File: config.mk
export PLATFORM = sky130hd
export DESIGN_NAME = eep_arbiter_flat
export DESIGN_NICKNAME = d
export VERILOG_FILES = /design/src/rtl/eep_arbiter_pkg.sv /design/src/rtl/eep_arbiter_if.sv /design/src/rtl/eep_arbiter_pmp.sv /design/src/rtl/eep_arbiter.sv /design/src/flat_wrapper.sv
export SDC_FILE = /design/constraint.sdc
export NUM_CORES = 1
export LEC_CHECK = 0
export BUFFER_PORTS_ARGS = -buffer_cell sky130_fd_sc_hd__buf_2
export CAP_MARGIN = 40
export CORE_MARGIN = 1.5
export CORE_UTILIZATION = 30
export DETAILED_ROUTE_END_ITERATION = 16
export PLACE_DENSITY_LB_ADDON = 0.3
export REMOVE_ABC_BUFFERS = 1
export SLEW_MARGIN = 20
export SYNTH_ARGS = -nofsm -noshare
export SYNTH_HDL_FRONTEND = slang
export SYNTH_SLANG_ARGS = --single-unit
File: constraint.sdc
create_clock -name clk -period 3.3 [get_ports clk]
set_input_delay 0 -clock clk [delete_from_list [all_inputs] [get_ports clk]]
set_output_delay 0 -clock clk [all_outputs]
set_load 0.005 [all_outputs]
File: src/rtl/eep_arbiter_pkg.sv
// Shared definitions for the EEPROM access sequencer. These cover the state encoding,
// the requester source, the data and address widths, and the EEPROM address map.
package eep_arbiter_pkg;

  localparam int DATA_W = 14;
  localparam int ADDR_W = 2;

  // EEPROM word map
  localparam logic [ADDR_W-1:0] ADDR_XSET = 2'd0;
  localparam logic [ADDR_W-1:0] ADDR_P    = 2'd1;
  localparam logic [ADDR_W-1:0] ADDR_I    = 2'd2;
  localparam logic [ADDR_W-1:0] ADDR_D    = 2'd3;

  // ST_VFY is only reachable when write verify is built in
  typedef enum logic [2:0] {
    ST_IDLE = 3'd0,
    ST_RD   = 3'd1,
    ST_WR   = 3'd2,
    ST_REC  = 3'd3,
    ST_VFY  = 3'd4
  } state_e;

  typedef enum logic {
    SRC_LOOP = 1'b0,
    SRC_CMD  = 1'b1
  } src_e;

endpackage

File: src/rtl/eep_arbiter_if.sv
// Requester handshakes and EEPROM pin bundle for eep_arbiter.
// The slave modport is the arbiter's view. The master modport is the surrounding system's view.
// Optional: EEP_WR_VERIFY_EN adds the wr_err status line.
interface eep_arbiter_if;
  import eep_arbiter_pkg::*;

  logic              p_req;
  logic [ADDR_W-1:0] p_addr;
  logic              p_gnt;
  logic              p_vld;
  logic [DATA_W-1:0] p_rdata;

  logic              c_req;
  logic              c_we;
  logic [ADDR_W-1:0] c_addr;
  logic [DATA_W-1:0] c_wdata;
  logic              c_gnt;
  logic              c_done;
  logic [DATA_W-1:0] c_rdata;

  logic [ADDR_W-1:0] eep_addr;
  logic [DATA_W-1:0] eep_wdata;
  logic [DATA_W-1:0] eep_rdata;
  logic              eep_cs_n;
  logic              eep_r_w_n;
  logic              chrg_pmp_en;
  logic              busy;
`ifdef EEP_WR_VERIFY_EN
  logic              wr_err;
`endif

  modport slave (
    input  p_req, p_addr, c_req, c_we, c_addr, c_wdata, eep_rdata,
    output p_gnt, p_vld, p_rdata, c_gnt, c_done, c_rdata,
    output eep_addr, eep_wdata, eep_cs_n, eep_r_w_n, chrg_pmp_en, busy
`ifdef EEP_WR_VERIFY_EN
    , output wr_err
`endif
  );

  modport master (
    output p_req, p_addr, c_req, c_we, c_addr, c_wdata, eep_rdata,
    input  p_gnt, p_vld, p_rdata, c_gnt, c_done, c_rdata,
    input  eep_addr, eep_wdata, eep_cs_n, eep_r_w_n, chrg_pmp_en, busy
`ifdef EEP_WR_VERIFY_EN
    , input wr_err
`endif
  );

endinterface

File: src/rtl/eep_arbiter_pmp.sv
// Charge-pump window timer. It is a free counter with a clear and an enable.
// tc is raised while the count equals TC_VAL.
module eep_pmp_timer #(
  parameter int unsigned       CNT_W  = 22,
  parameter logic [CNT_W-1:0]  TC_VAL = '0
) (
  input  logic clk,
  input  logic rst_n,
  input  logic clr,
  input  logic en,
  output logic tc
);

  logic [CNT_W-1:0] cnt_q, cnt_d;

  // Clear has priority over counting
  always_comb begin
    cnt_d = cnt_q;
    if (clr)     cnt_d = '0;
    else if (en) cnt_d = cnt_q + 1'b1;
  end

  // Count register
  always_ff @(posedge clk or negedge rst_n) begin
    if (!rst_n) cnt_q <= '0;
    else        cnt_q <= cnt_d;
  end

  assign tc = (cnt_q == TC_VAL);

endmodule

File: src/rtl/eep_arbiter.sv
// Shared-EEPROM access sequencer. It arbitrates between the PID loop, which only reads,
// and the command interpreter, which reads and writes. The loop has fixed priority.
// It times the charge-pump window for writes.
// Optional: EEP_WR_VERIFY_EN adds a one-cycle read-back (VFY) after each write and the wr_err flag.
module eep_arbiter
  import eep_arbiter_pkg::*;
#(
  parameter int unsigned CHRG_CYCLES = 22'h249F00,
  parameter int unsigned CNT_W       = 22
) (
  input  logic         clk,
  input  logic         rst_n,
  eep_arbiter_if.slave bus
);

  localparam logic [CNT_W-1:0] TC_VAL = CNT_W'(CHRG_CYCLES - 1);

  state_e            state_q, state_d;
  src_e              src_q, src_d;
  logic [ADDR_W-1:0] addr_q, addr_d;
  logic [DATA_W-1:0] wdata_q, wdata_d;
  logic [DATA_W-1:0] p_rdata_q, p_rdata_d;
  logic [DATA_W-1:0] c_rdata_q, c_rdata_d;
`ifdef EEP_WR_VERIFY_EN
  logic              wr_err_q, wr_err_d;
`endif
  logic              pmp_clr, pmp_en, pmp_tc;

  // The counter stays cleared outside WR, so it reads 0 on the first WR cycle
  assign pmp_en  = (state_q == ST_WR);
  assign pmp_clr = !pmp_en;

  eep_pmp_timer #(
    .CNT_W  (CNT_W),
    .TC_VAL (TC_VAL)
  ) u_pmp_timer (
    .clk   (clk),
    .rst_n (rst_n),
    .clr   (pmp_clr),
    .en    (pmp_en),
    .tc    (pmp_tc)
  );

  // State and latch registers; an asynchronous reset aborts any in-flight write
  always_ff @(posedge clk or negedge rst_n) begin
    if (!rst_n) begin
      state_q   <= ST_IDLE;
      src_q     <= SRC_LOOP;
      addr_q    <= '0;
      wdata_q   <= '0;
      p_rdata_q <= '0;
      c_rdata_q <= '0;
`ifdef EEP_WR_VERIFY_EN
      wr_err_q  <= 1'b0;
`endif
    end else begin
      state_q   <= state_d;
      src_q     <= src_d;
      addr_q    <= addr_d;
      wdata_q   <= wdata_d;
      p_rdata_q <= p_rdata_d;
      c_rdata_q <= c_rdata_d;
`ifdef EEP_WR_VERIFY_EN
      wr_err_q  <= wr_err_d;
`endif
    end
  end

  // Next state: grant selection in IDLE, read-data capture in RD, and window exit in WR
  always_comb begin
    state_d   = state_q;
    src_d     = src_q;
    addr_d    = addr_q;
    wdata_d   = wdata_q;
    p_rdata_d = p_rdata_q;
    c_rdata_d = c_rdata_q;
`ifdef EEP_WR_VERIFY_EN
    wr_err_d  = wr_err_q;
`endif
    case (state_q)
      ST_IDLE: begin
        if (bus.p_req) begin
          src_d   = SRC_LOOP;
          addr_d  = bus.p_addr;
          state_d = ST_RD;
        end else if (bus.c_req) begin
          src_d   = SRC_CMD;
          addr_d  = bus.c_addr;
          wdata_d = bus.c_wdata;
          state_d = bus.c_we ? ST_WR : ST_RD;
        end
      end
      ST_RD: begin
        if (src_q == SRC_LOOP) p_rdata_d = bus.eep_rdata;
        else                   c_rdata_d = bus.eep_rdata;
        state_d = ST_REC;
      end
      ST_WR: begin
        if (pmp_tc) begin
`ifdef EEP_WR_VERIFY_EN
          state_d = ST_VFY;
`else
          state_d = ST_REC;
`endif
        end
      end
`ifdef EEP_WR_VERIFY_EN
      ST_VFY: begin
        wr_err_d = (bus.eep_rdata != wdata_q);
        state_d  = ST_REC;
      end
`endif
      ST_REC:  state_d = ST_IDLE;
      default: state_d = ST_IDLE;
    endcase
  end

  // Outputs: Mealy grants in IDLE; the pin drive and completion pulses follow the current state
  always_comb begin
    bus.p_gnt       = 1'b0;
    bus.c_gnt       = 1'b0;
    bus.p_vld       = 1'b0;
    bus.c_done      = 1'b0;
    bus.eep_cs_n    = 1'b1;
    bus.eep_r_w_n   = 1'b1;
    bus.chrg_pmp_en = 1'b0;
    bus.eep_addr    = '0;
    bus.eep_wdata   = '0;
    case (state_q)
      ST_IDLE: begin
        bus.p_gnt = bus.p_req;
        bus.c_gnt = bus.c_req && !bus.p_req;
      end
      ST_RD: begin
        bus.eep_cs_n = 1'b0;
        bus.eep_addr = addr_q;
      end
      ST_WR: begin
        bus.eep_cs_n    = 1'b0;
        bus.eep_r_w_n   = 1'b0;
        bus.chrg_pmp_en = 1'b1;
        bus.eep_addr    = addr_q;
        bus.eep_wdata   = wdata_q;
      end
`ifdef EEP_WR_VERIFY_EN
      ST_VFY: begin
        bus.eep_cs_n = 1'b0;
        bus.eep_addr = addr_q;
      end
`endif
      ST_REC: begin
        bus.p_vld  = (src_q == SRC_LOOP);
        bus.c_done = (src_q == SRC_CMD);
      end
      default: ;
    endcase
  end

  assign bus.busy    = (state_q != ST_IDLE);
  assign bus.p_rdata = p_rdata_q;
  assign bus.c_rdata = c_rdata_q;
`ifdef EEP_WR_VERIFY_EN
  assign bus.wr_err  = wr_err_q;
`endif

endmodule

File: src/flat_wrapper.sv
// flat-port wrapper written by rule: the top's interface ports become plain ports
module eep_arbiter_flat import eep_arbiter_pkg::*;
#(
  parameter int unsigned CHRG_CYCLES = 22'h249F00,
  parameter int unsigned CNT_W       = 22
)
  (clk, rst_n, bus_p_req, bus_p_addr, bus_c_req, bus_c_we, bus_c_addr, bus_c_wdata, bus_eep_rdata, bus_p_gnt, bus_p_vld, bus_p_rdata, bus_c_gnt, bus_c_done, bus_c_rdata, bus_eep_addr, bus_eep_wdata, bus_eep_cs_n, bus_eep_r_w_n, bus_chrg_pmp_en, bus_busy);
  eep_arbiter_if bus_i ();
  input  logic clk;
  input  logic rst_n;
  input wire logic [$bits(bus_i.p_req)-1:0] bus_p_req;
  input wire logic [$bits(bus_i.p_addr)-1:0] bus_p_addr;
  input wire logic [$bits(bus_i.c_req)-1:0] bus_c_req;
  input wire logic [$bits(bus_i.c_we)-1:0] bus_c_we;
  input wire logic [$bits(bus_i.c_addr)-1:0] bus_c_addr;
  input wire logic [$bits(bus_i.c_wdata)-1:0] bus_c_wdata;
  input wire logic [$bits(bus_i.eep_rdata)-1:0] bus_eep_rdata;
  output wire logic [$bits(bus_i.p_gnt)-1:0] bus_p_gnt;
  output wire logic [$bits(bus_i.p_vld)-1:0] bus_p_vld;
  output wire logic [$bits(bus_i.p_rdata)-1:0] bus_p_rdata;
  output wire logic [$bits(bus_i.c_gnt)-1:0] bus_c_gnt;
  output wire logic [$bits(bus_i.c_done)-1:0] bus_c_done;
  output wire logic [$bits(bus_i.c_rdata)-1:0] bus_c_rdata;
  output wire logic [$bits(bus_i.eep_addr)-1:0] bus_eep_addr;
  output wire logic [$bits(bus_i.eep_wdata)-1:0] bus_eep_wdata;
  output wire logic [$bits(bus_i.eep_cs_n)-1:0] bus_eep_cs_n;
  output wire logic [$bits(bus_i.eep_r_w_n)-1:0] bus_eep_r_w_n;
  output wire logic [$bits(bus_i.chrg_pmp_en)-1:0] bus_chrg_pmp_en;
  output wire logic [$bits(bus_i.busy)-1:0] bus_busy;
  assign bus_i.p_req = bus_p_req;
  assign bus_i.p_addr = bus_p_addr;
  assign bus_i.c_req = bus_c_req;
  assign bus_i.c_we = bus_c_we;
  assign bus_i.c_addr = bus_c_addr;
  assign bus_i.c_wdata = bus_c_wdata;
  assign bus_i.eep_rdata = bus_eep_rdata;
  assign bus_p_gnt = bus_i.p_gnt;
  assign bus_p_vld = bus_i.p_vld;
  assign bus_p_rdata = bus_i.p_rdata;
  assign bus_c_gnt = bus_i.c_gnt;
  assign bus_c_done = bus_i.c_done;
  assign bus_c_rdata = bus_i.c_rdata;
  assign bus_eep_addr = bus_i.eep_addr;
  assign bus_eep_wdata = bus_i.eep_wdata;
  assign bus_eep_cs_n = bus_i.eep_cs_n;
  assign bus_eep_r_w_n = bus_i.eep_r_w_n;
  assign bus_chrg_pmp_en = bus_i.chrg_pmp_en;
  assign bus_busy = bus_i.busy;
  eep_arbiter #(.CHRG_CYCLES(CHRG_CYCLES), .CNT_W(CNT_W)) u_core (.clk(clk), .rst_n(rst_n), .bus(bus_i));
endmodule
### Word level (Yosys, flattened, before mapping)

Index checks and enable logic that the tools add are counted.

| operators by class | value |
|---|---|
| $add $sub $neg | 1 |
| equality and inequality tests | 6 |
| muxes and demuxes | 19 |
| bitwise logic cells | 2 |
| reductions and logical operators | 11 |

Operators by type and width:

| kind | count |
|---|---|
| $add 22x1->22 const B | 1 |
| $eq 22x22->1 const B | 1 |
| $mux 22 | 1 |
| $mux 14 | 1 |
| $mux 1 | 9 |
| $mux 3 | 3 |
| $pmux 3 s3 | 1 |
| $mux 2 | 4 |
| $reduce_and 2->1 | 4 |
| $eq 3x2->1 const B | 2 |
| $eq 3x1->1 const B | 1 |
| $logic_not 3->1 | 1 |
| $ne 3x3->1 const B | 1 |
| $reduce_and 3->1 | 1 |
| $reduce_bool 3->1 | 1 |
| $ne 2x2->1 const B | 1 |
| $not 1->1 | 2 |
| $reduce_bool 2->1 | 1 |
| $reduce_or 2->1 | 1 |
| $logic_and 1x1->1 | 1 |
| $logic_not 1->1 | 1 |

| storage, ports and cells | value |
|---|---|
| bits in registers | 70 |
| bits of input ports | 37 |
| output and inout bits | 52 |
| logic and storage cells | 46 |

### Depth between registers and ports, before layout

Gate-level depths: netlist (run 1).

| depth | value |
|---|---|
| word-level depth | 4 |
| gate-level depth with buffers | 6 |
| mapped depth without buffers | 6 |

### Modules after synthesis

A second synthesis (run 1) with hierarchy kept.

| second synthesis, totals | value |
|---|---|
| cells, all modules | 274 |
| area, all modules | 3234.4 µm² |

By module, submodules not included:

| module | times used | cells an instance | area an instance (µm²) |
|---|---|---|---|
| eep_arbiter | 1 | 147 | 2063.2 |
| eep_pmp_timer | 1 | 127 | 1171.1 |

### Worst setup path before layout (run 1)

Ideal clock, no wire load.

| path | value |
|---|---|
| kind | flip-flop to flip-flop |
| start | reg u_core.u_pmp_timer.cnt_q[0] |
| end | reg u_core.state_q[0] |
| library setup time | 0.128 ns |
| data arrival time | 1.585 ns |
| data required time | 3.172 ns |
| setup slack | 1.587 ns |
| stages on the path, launching flop included | 6 |
| path buffers | 0 |
| path through | dfrtp_1 -> ha_1 -> and3_1 -> nand2_1 -> o31ai_1 -> mux2_1 |

| between the ends | value |
|---|---|
| longest elaborated chain between the ends | 3 |

Ends and longest elaborated chain:

| what | RTL line | text |
|---|---|---|
| from (decl) | eep_arbiter_pmp.sv:14 | `logic [CNT_W-1:0] cnt_q, cnt_d;` |
| from (signal assigned) | eep_arbiter_pmp.sv:26 | `else cnt_q <= cnt_d;` |
| $eq 22x22->1 | eep_arbiter_pmp.sv:29 | `assign tc = (cnt_q == TC_VAL);` |
| $ne 2x2->1 (no line) | - |  |
| $reduce_and 2->1 (no line) | - |  |
| to (signal assigned) | eep_arbiter.sv:57 | `state_q <= state_d;` |
| to (decl) | eep_arbiter.sv:18 | `state_e state_q, state_d;` |

No other way between the ends.
A chain may end at the register's enable or synchronous reset.

### Final worst setup path (run 1)

| path | value |
|---|---|
| start | reg u_core.state_q[0] |
| end | reg u_core.state_q[0] |

| between the ends | value |
|---|---|
| longest elaborated chain between the ends | 3 |
| elaborated cells between the ends (all ways) | 7 |
| those cells by class | eq/ne (4); mux (1); reduce/logical (2) |

Ends and longest elaborated chain:

| what | RTL line | text |
|---|---|---|
| $eq 3x2->1 or $logic_not 3->1 (tied branches) | eep_arbiter.sv:80 | `case (state_q)` |
| $ne 2x2->1 (no line) or $ne 3x3->1 (tied branches) | - |  |
| $reduce_and 2->1 (no line) | - |  |

Several ways; a longest one is shown, not always the timed one.

==> report_table.html, run 1 <==
<table>
<tr><th>Metric</th><th>Value</th></tr>
<tr><th colspan="2">Outcome</th></tr>
<tr><td>Outcome</td><td>finished, final reports clean</td></tr>
<tr><th colspan="2">Power and ir drop</th></tr>
<tr><td>Overall power after layout</td><td>about 3 mW</td></tr>
<tr><td>Worst supply voltage drop on vdd</td><td>around 0.32 mV</td></tr>
<tr><td>Leakage</td><td>1.99 nW</td></tr>
<tr><td>Power density over cell area</td><td>714 mW/mm^2</td></tr>
<tr><th colspan="2">CTS</th></tr>
<tr><td>CTS Hold Buffers Added</td><td>32</td></tr>
<tr><td>Clock root buffer</td><td>clkbuf_8</td></tr>
<tr><td>Source-to-sink clock delay at the later pin of the worst-skew pair</td><td>0.34 ns</td></tr>
<tr><td>Number of setup buffers added after CTS</td><td>0</td></tr>
<tr><td>PostCTS Resize Cnt</td><td>0</td></tr>
<tr><td>CTS H-Tree Depth</td><td>3</td></tr>
<tr><td>CTS sink count</td><td>between 60 and 70</td></tr>
<tr><td>CTS tree</td><td>yes</td></tr>
<tr><td>Number of buffers added by the clock tree synthesis step</td><td>9</td></tr>
<tr><td>Clock-pin slew of the registers on the worst-case setup and hold paths</td><td>0.07 ns</td></tr>
<tr><td>Clock tree buffer depth</td><td>2</td></tr>
<tr><th colspan="2">Worst setup path</th></tr>
<tr><td>Total number of cells along the worst setup path</td><td>6</td></tr>
<tr><td>Kind of cell adding the most delay to the critical path</td><td>adder cells</td></tr>
<tr><td>RR Startpoint</td><td>u_core.state_q[0]</td></tr>
<tr><td>Arrival time of data at the critical path endpoint</td><td>roughly 2.2 ns</td></tr>
<tr><td>Maximum fanout along the worst path</td><td>21</td></tr>
<tr><td>Req. time, crit path</td><td>~3.5 ns</td></tr>
<tr><td>Bufs and invs on worst path</td><td>2</td></tr>
<tr><td>Startpoint types</td><td>register</td></tr>
<tr><td>Crit-path max cell delay</td><td>between 0.5 and 0.6 ns</td></tr>
<tr><td>Number of cells traversed by the worst register-to-register path</td><td>6</td></tr>
<tr><td>Slowest stage cell on the critical path</td><td>ha_1</td></tr>
<tr><td>Series of cell instances along the critical path</td><td>inv_1 -&gt; ha_1 -&gt; inv_2 -&gt; nand2_1 -&gt; o31ai_1 -&gt; mux2_1</td></tr>
<tr><td>Critical path endpoint category</td><td>register</td></tr>
<tr><td>Critical path class</td><td>reg2reg</td></tr>
<tr><td>Critical Path Source</td><td>u_core.state_q[0]</td></tr>
<tr><th colspan="2">Timing</th></tr>
<tr><td>Final Max Tran Viols</td><td>0</td></tr>
<tr><td>Maximum clock rate</td><td>about 490 MHz</td></tr>
<tr><td>Worst slew pin tran</td><td>0.669 ns</td></tr>
<tr><td>Number of setup violations in the final report</td><td>0</td></tr>
<tr><td>Worst slew slack as a fraction of its limit</td><td>a little under three fifths</td></tr>
<tr><td>Worst hold margin</td><td>about 0.032 ns</td></tr>
<tr><td>Final period demand of the worst path</td><td>2.02 ns</td></tr>
<tr><td>Unrepaired setup endpoints after global routing</td><td>no</td></tr>
<tr><td>Count of endpoints failing hold in the final timing report</td><td>0</td></tr>
<tr><td>Worst-case clock skew</td><td>just over 0.007 ns</td></tr>
<tr><td>Share of the clock period used by the worst path</td><td>61.3%</td></tr>
<tr><td>Setup Total Neg Slack</td><td>0 ns</td></tr>
<tr><th colspan="2">Floorplanning</th></tr>
<tr><td>Die Outline Area</td><td>roughly 0.011 sq mm</td></tr>
<tr><td>Site Rows</td><td>37</td></tr>
<tr><td>Initial core utilization</td><td>~31%</td></tr>
<tr><td>Y dimension of the die</td><td>105 um</td></tr>
<tr><td>Core ar.</td><td>between 0.01 and 0.015 sq mm</td></tr>
<tr><td>Number of I/O pins</td><td>89</td></tr>
<tr><td>Die Width</td><td>between 100 and 150 um</td></tr>
<tr><th colspan="2">Global routing</th></tr>
<tr><td>Overall track demand over capacity in global routing</td><td>12.7%</td></tr>
<tr><td>Global route overflow</td><td>0</td></tr>
<tr><td>First-pass GRT wire length</td><td>11200 um</td></tr>
<tr><td>Largest net degree at the start of global routing</td><td>31</td></tr>
<tr><td>Vias in the first global route</td><td>2463</td></tr>
<tr><td>Number of antenna violations at the first check in global routing</td><td>0</td></tr>
<tr><th colspan="2">Logic synthesis</th></tr>
<tr><td>Share of synthesized registers carrying an async set or reset</td><td>between 90% and 100%</td></tr>
<tr><td>Yosys warning count</td><td>0</td></tr>
<tr><td>Share of the synthesized area in the top cell type</td><td>a little under three fifths</td></tr>
<tr><td>Mean Syn Cell Area</td><td>12.0 sq um</td></tr>
<tr><td>Share of synthesized area occupied by flip-flops and latches</td><td>55.1%</td></tr>
<tr><td>Most frequent cells after synthesis</td><td>dfrtp_1 (69), mux2_1 (44), and2_1 (19)</td></tr>
<tr><td>Distinct cell type count after synthesis</td><td>32</td></tr>
<tr><td>Instance count of the mapped netlist</td><td>about 260</td></tr>
<tr><td>Number of synthesized flops with an enable pin</td><td>0</td></tr>
<tr><td>Top cells by area in the synthesized netlist</td><td>dfrtp_1 (55%), mux2_1 (16%), and2_1 (3.8%)</td></tr>
<tr><td>Number of flip-flops and latches in the synthesized netlist</td><td>69</td></tr>
<tr><td>Commonest register cell after synthesis</td><td>dfrtp_1</td></tr>
<tr><td>Area leader, netlist</td><td>dfrtp_1</td></tr>
<tr><td>Most used standard cell by instance count after synthesis</td><td>dfrtp_1</td></tr>
<tr><td>Total standard cell area after synthesis</td><td>0.00314 sq mm</td></tr>
<tr><th colspan="2">Route</th></tr>
<tr><td>Wire length after detailed routing</td><td>between 6000 and 7000 um</td></tr>
<tr><td>Routed length per instance</td><td>around 12 um</td></tr>
<tr><td>Iteration count of the initial detailed-routing pass</td><td>4</td></tr>
<tr><td>Number of vias after detailed routing</td><td>2364</td></tr>
<tr><td>Post-route DRC</td><td>0</td></tr>
<tr><td>Detailed-route vias per instance</td><td>about 4.5</td></tr>
<tr><td>Post-detailed-route count of antenna-violating nets</td><td>0</td></tr>
<tr><td>Starting DRT DRC Count</td><td>73</td></tr>
<tr><th colspan="2">Worst hold path</th></tr>
<tr><td>Depth of the worst hold-timing path</td><td>3</td></tr>
<tr><td>Hold WC Path Type</td><td>in2reg</td></tr>
<tr><td>Hold Path Origin</td><td>bus_p_req</td></tr>
<tr><th colspan="2">Final layout</th></tr>
<tr><td>Post-layout net count</td><td>430</td></tr>
<tr><td>Number of inserted diodes</td><td>0</td></tr>
<tr><td>Layout area overhead</td><td>35.3%</td></tr>
<tr><td>Fill cells</td><td>between 900 and 1000</td></tr>
<tr><td>Share of layout cells above drive strength 1</td><td>between 20% and 30%</td></tr>
<tr><th colspan="2">Run</th></tr>
<tr><td>Count of maximum capacitance violations</td><td>0</td></tr>
<tr><th colspan="2">Place</th></tr>
<tr><td>Half-perimeter wire length after placement</td><td>4550 um</td></tr>
<tr><td>Port-buffer cells</td><td>slightly below 90</td></tr>
<tr><td>Routability congestion estimate from global placement</td><td>between 0.6 and 0.7</td></tr>
</table>
-- cell type report --
cell class | count | area [sq um] | area share (%)
repair buffers | 123 | 796 | 18.8
clock buffers | 10 | 128 | 3.01
multi-input cells | 175 | 1320 | 31.2
flip-flops and latches | 69 | 1730 | 40.7
inverters | 9 | 33.8 | 0.796
clock inverters | 6 | 63.8 | 1.50
well taps | 136 | 170 | 4.01
-- tightest hold or removal path: stages --
cell and delay [ns]:
buf_2 0.15, a21oi_1 0.08, o21ai_1 0.10
-- layer usage --
metal  share of wire, %  track usage, %  up-vias
met3                6.4            4.21        8
met2                 49            22.4       65
li1                   -               -     1163
met1                 43            14.3     1128
met5                  0               0        -
met4                1.2            4.40        0
-- power by group --
group | internal, mW | switching, mW | leakage, nW
combinational | 0.556 | 0.497 | 1.03
sequential | 1.15 | 0.155 | 0.863
clock | 0.348 | 0.320 | 0.0923
total | 2.06 | 0.971 | 1.99
-- cell usage in the layout (no fill, tap or decap), drive strengths merged --
cell type / n
buf: 91
dfrtp: 69
mux2: 44
dlygate4sd3: 32
and2: 19
nand2: 13
a21oi: 13
nor2: 13
clkbuf: 10
xor2: 9
inv: 9
o21ai: 8
nand4: 7
nand3: 6
ha: 6
and3: 5
o31ai: 5
o21a: 4
or4: 4
or3: 4
nor2b: 4
and4: 3
clkinv: 3
nor3: 2
and3b: 2
clkinvlp: 2
xnor2: 1
or3b: 1
nor4: 1
nor3b: 1
bufinv: 1
-- metrics by stage --
stage	cells	util (%)	worst slack [ns]	instance area [sq um]
final	528	41.5	1.28	4240
after global routing	528	41.5	1.04	4240
after CTS	528	41.5	1.21	4240
after detailed placement	480	36.5	1.23	3730
after global placement	479	36.3	1.32	3710
after floorplan	253	-	1.47	3080
-- registers in the layout, summed over array words and instances (netlist names) --
name and cells:
u_core.u_pmp_timer.cnt_q 22, u_core.bus.c_rdata 14, u_core.bus.p_rdata 14, u_core.wdata_q 14, u_core.addr_q 2, u_core.state_q 2, u_core.src_q 1
-- worst paths after layout --
kind,to,slack [ns]
max,u_core.state_q[0],1.28
min,u_core.addr_q[1],0.03
max reg2reg,u_core.state_q[0],1.28
min reg2reg,u_core.bus.p_rdata[0],0.48
max in group asynchronous,u_core.bus.c_rdata[0],2.58
min in group asynchronous,u_core.bus.c_rdata[10],0.07
-- cell families (layout without fill, tap and decap cells) --
kind of cell,Yosys count,after routing,share of synthesized area [%]
AOI/OAI and AO/OA,30,30,5.51
adders and majority gates,6,6,2.39
and+or+nand+nor,85,85,15.7
DFF,69,69,55.1
xor gates and xnor gates,10,10,2.79
muxes,44,44,15.8
buffers and inverters,18,148,2.71
No activity file was read; power rests on OpenSTA's default activity.
==> run 2: changes to the inputs <==
==> constraint.sdc (replaced) <==
create_clock -name clk -period 2 [get_ports clk]
set_input_delay 0 -clock clk [delete_from_list [all_inputs] [get_ports clk]]
set_output_delay 0 -clock clk [all_outputs]
set_load 0.005 [all_outputs]
==> report_table.html, run 2 (synthesis gave the netlist of run 1 again) <==
<table>
<tr><th>Metric</th><th>Value</th></tr>
<tr><th colspan="2">Outcome</th></tr>
<tr><td>Outcome</td><td>finished, final reports clean</td></tr>
<tr><th colspan="2">Final layout</th></tr>
<tr><td>Number of standard cells in the final layout excluding fillers</td><td>roughly 530</td></tr>
<tr><td>Post-layout net count</td><td>between 400 and 500</td></tr>
<tr><td>Area of all placed cells without fillers</td><td>0.00434 sq mm</td></tr>
<tr><td>Fill cells</td><td>approximately 960</td></tr>
<tr><td>Share of layout cells above drive strength 1</td><td>28.9%</td></tr>
<tr><td>Layout area overhead</td><td>38.3%</td></tr>
<tr><td>Number of flip-flops under the largest register name</td><td>22</td></tr>
<tr><td>Combined flip-flop and latch cell area</td><td>between 0.0015 and 0.002 sq mm</td></tr>
<tr><td>Biggest register</td><td>u_core.u_pmp_timer.cnt_q</td></tr>
<tr><td>Leading cell types in the layout, fill and taps excluded</td><td>buf_2 (88), dfrtp_1 (69), mux2_1 (44)</td></tr>
<tr><td>Most common library cell in the layout ignoring fill and taps</td><td>buf_2</td></tr>
<tr><td>Number of inserted diodes</td><td>0</td></tr>
<tr><td>Multi-input logic area</td><td>0.00133 sq mm</td></tr>
<tr><th colspan="2">Worst setup path</th></tr>
<tr><td>Startpoint types</td><td>register</td></tr>
<tr><td>Maximum fanout along the worst path</td><td>6</td></tr>
<tr><td>Critical path endpoint category</td><td>register</td></tr>
<tr><td>Slowest stage cell on the critical path</td><td>dfrtp_1</td></tr>
<tr><td>Crit-path max cell delay</td><td>~0.43 ns</td></tr>
<tr><td>Series of cell instances along the critical path</td><td>ha_1 -&gt; and3_1 -&gt; nand2_1 -&gt; o31ai_2 -&gt; mux2_1</td></tr>
<tr><td>Critical path class</td><td>reg2reg</td></tr>
<tr><td>Arrival time of data at the critical path endpoint</td><td>about 2.1 ns</td></tr>
<tr><td>RR Startpoint</td><td>u_core.u_pmp_timer.cnt_q[0]</td></tr>
<tr><td>Bufs and invs on worst path</td><td>0</td></tr>
<tr><td>Critical Path Source</td><td>u_core.u_pmp_timer.cnt_q[0]</td></tr>
<tr><td>Req. time, crit path</td><td>approximately 2.2 ns</td></tr>
<tr><td>Kind of cell adding the most delay to the critical path</td><td>flip-flops</td></tr>
<tr><th colspan="2">Worst hold path</th></tr>
<tr><td>Hold Path Origin</td><td>bus_p_req</td></tr>
<tr><td>Hold WC Path Type</td><td>in2reg</td></tr>
<tr><th colspan="2">Place</th></tr>
<tr><td>Number of cells after detailed placement</td><td>slightly below 500</td></tr>
<tr><td>Port-buffer cells</td><td>88</td></tr>
<tr><td>Placed instance area</td><td>between 0.003 and 0.004 sq mm</td></tr>
<tr><td>Routability congestion estimate from global placement</td><td>between 0.7 and 0.8</td></tr>
<tr><td>Half-perimeter wire length after placement</td><td>between 4000 and 5000 um</td></tr>
<tr><th colspan="2">Power and ir drop</th></tr>
<tr><td>Worst supply voltage drop on vdd</td><td>between 0.4 and 0.5 mV</td></tr>
<tr><td>Overall power after layout</td><td>5.36 mW</td></tr>
<tr><td>Power density over cell area</td><td>between 1000 and 1500 mW/mm^2</td></tr>
<tr><td>Leakage</td><td>about 2 nW</td></tr>
<tr><th colspan="2">CTS</th></tr>
<tr><td>Number of buffers added by the clock tree synthesis step</td><td>9</td></tr>
<tr><td>CTS H-Tree Depth</td><td>3</td></tr>
<tr><td>Number of setup buffers added after CTS</td><td>0</td></tr>
<tr><td>Source-to-sink clock delay at the later pin of the worst-skew pair</td><td>around 0.34 ns</td></tr>
<tr><td>CTS sink count</td><td>around 70</td></tr>
<tr><td>Clock-pin slew of the registers on the worst-case setup and hold paths</td><td>0.08 ns</td></tr>
<tr><td>Clock root buffer</td><td>clkbuf_8</td></tr>
<tr><td>Clock tree buffer depth</td><td>2</td></tr>
<tr><td>CTS tree</td><td>yes</td></tr>
<tr><th colspan="2">Timing</th></tr>
<tr><td>Maximum clock rate</td><td>about 530 MHz</td></tr>
<tr><td>Worst slew slack as a fraction of its limit</td><td>~76%</td></tr>
<tr><td>Worst slew pin tran</td><td>around 0.36 ns</td></tr>
<tr><td>Share of the clock period used by the worst path</td><td>94.0%</td></tr>
<tr><td>Final Max Tran Viols</td><td>0</td></tr>
<tr><td>Setup Total Neg Slack</td><td>0 ns</td></tr>
<tr><td>Worst-case clock skew</td><td>roughly 0.010 ns</td></tr>
<tr><td>Final period demand of the worst path</td><td>about 1.9 ns</td></tr>
<tr><td>Count of endpoints failing hold in the final timing report</td><td>0</td></tr>
<tr><td>Unrepaired setup endpoints after global routing</td><td>no</td></tr>
<tr><td>Number of setup violations in the final report</td><td>0</td></tr>
<tr><th colspan="2">Global routing</th></tr>
<tr><td>Overall track demand over capacity in global routing</td><td>about an eighth</td></tr>
<tr><td>Global route overflow</td><td>0</td></tr>
<tr><td>Number of antenna violations at the first check in global routing</td><td>0</td></tr>
<tr><td>Largest net degree at the start of global routing</td><td>70</td></tr>
<tr><td>First-pass GRT wire length</td><td>approximately 11000 um</td></tr>
<tr><td>Vias in the first global route</td><td>2395</td></tr>
<tr><th colspan="2">Floorplanning</th></tr>
<tr><td>Die Width</td><td>about 110 um</td></tr>
<tr><td>Site Rows</td><td>37</td></tr>
<tr><td>Die Outline Area</td><td>~0.011 sq mm</td></tr>
<tr><td>Core ar.</td><td>around 0.010 sq mm</td></tr>
<tr><td>Y dimension of the die</td><td>105 um</td></tr>
<tr><td>Number of I/O pins</td><td>roughly 90</td></tr>
<tr><td>Initial core utilization</td><td>30.6%</td></tr>
<tr><th colspan="2">Route</th></tr>
<tr><td>Routed length per instance</td><td>between 10 and 15 um</td></tr>
<tr><td>Starting DRT DRC Count</td><td>80</td></tr>
<tr><td>Wire length after detailed routing</td><td>approximately 6600 um</td></tr>
<tr><td>Post-route DRC</td><td>0</td></tr>
<tr><td>Iteration count of the initial detailed-routing pass</td><td>4</td></tr>
<tr><td>Detailed-route vias per instance</td><td>between 4 and 5</td></tr>
<tr><td>Number of vias after detailed routing</td><td>about 2400</td></tr>
<tr><td>Post-detailed-route count of antenna-violating nets</td><td>0</td></tr>
<tr><th colspan="2">Run</th></tr>
<tr><td>Count of maximum capacitance violations</td><td>0</td></tr>
</table>
## run 2: cell count changes in the layout (fill, tap and decap cells not counted), sizes merged
cell | before | now
clkbuf | 10 | 11
buf | 91 | 94
clkinvlp | 2 | 1
clkinv | 3 | 1
bufinv | 1 | 3
## run 2: stage by stage
stage	worst slack (ns)	hold WS (ns)	util, %
2_1_floorplan	0.169	-0.296	-
3_3_place_gp	0.163	0.0582	36.7
3_5_place_dp	0.0750	0.0602	36.7
4_1_cts	0.0515	0.0135	42.3
5_1_grt	0.00289	0.0582	42.4
6_report	0.121	0.0401	42.4
## run 2: routing by layer
| metal | up-vias | wire length [um] | part of all wire, % | track usage [%] |
|---|---|---|---|---|
| met4 | 0 | 84 | 1.3 | 4.79 |
| met5 | - | 0 | 0 | 0 |
| met2 | 66 | 3240 | 49 | 21.9 |
| met3 | 10 | 375 | 5.7 | 4.02 |
| li1 | 1184 | - | - | - |
| met1 | 1127 | 2910 | 44 | 15.3 |
## run 2: final cells by class
type,instances,area share [%]
clock inverters,5,2.45
clock buffers,11,3.49
flip-flops and latches,69,39.8
inverters,9,0.779
repair buffers,126,18.9
multi-input cells,175,30.6
well taps,136,3.92
## run 2: final timing paths
check                                               to  slack, ns  cells after the start
max                                  u_core.state_q[1]       0.12                      5
min                                   u_core.addr_q[0]       0.04                      3
max reg2reg                          u_core.state_q[1]       0.12                      5
min reg2reg                      u_core.bus.p_rdata[9]       0.48                      1
max in group asynchronous  u_core.u_pmp_timer.cnt_q[8]       1.49                      3
min in group asynchronous       u_core.bus.c_rdata[11]       0.21                      3
## run 2: power breakdown
part	leakage [nW]	internal (mW)	total, mW	switching [mW]
registers	0.863	1.90	2.16	0.257
clock network	0.126	0.899	1.42	0.526
logic	1.05	0.951	1.78	0.826
## run 2: tightest hold or removal path, stage by stage
cell and delay, ns:
buf_2 0.15, a21oi_1 0.08, o21ai_1 0.10
## run 2: what timing repair did
action,in CTS,in global routing
hold buffers,32,0
gates resized for setup,0,1
endpoints found under the hold margin,114,0
setup endpoints to repair,0,2
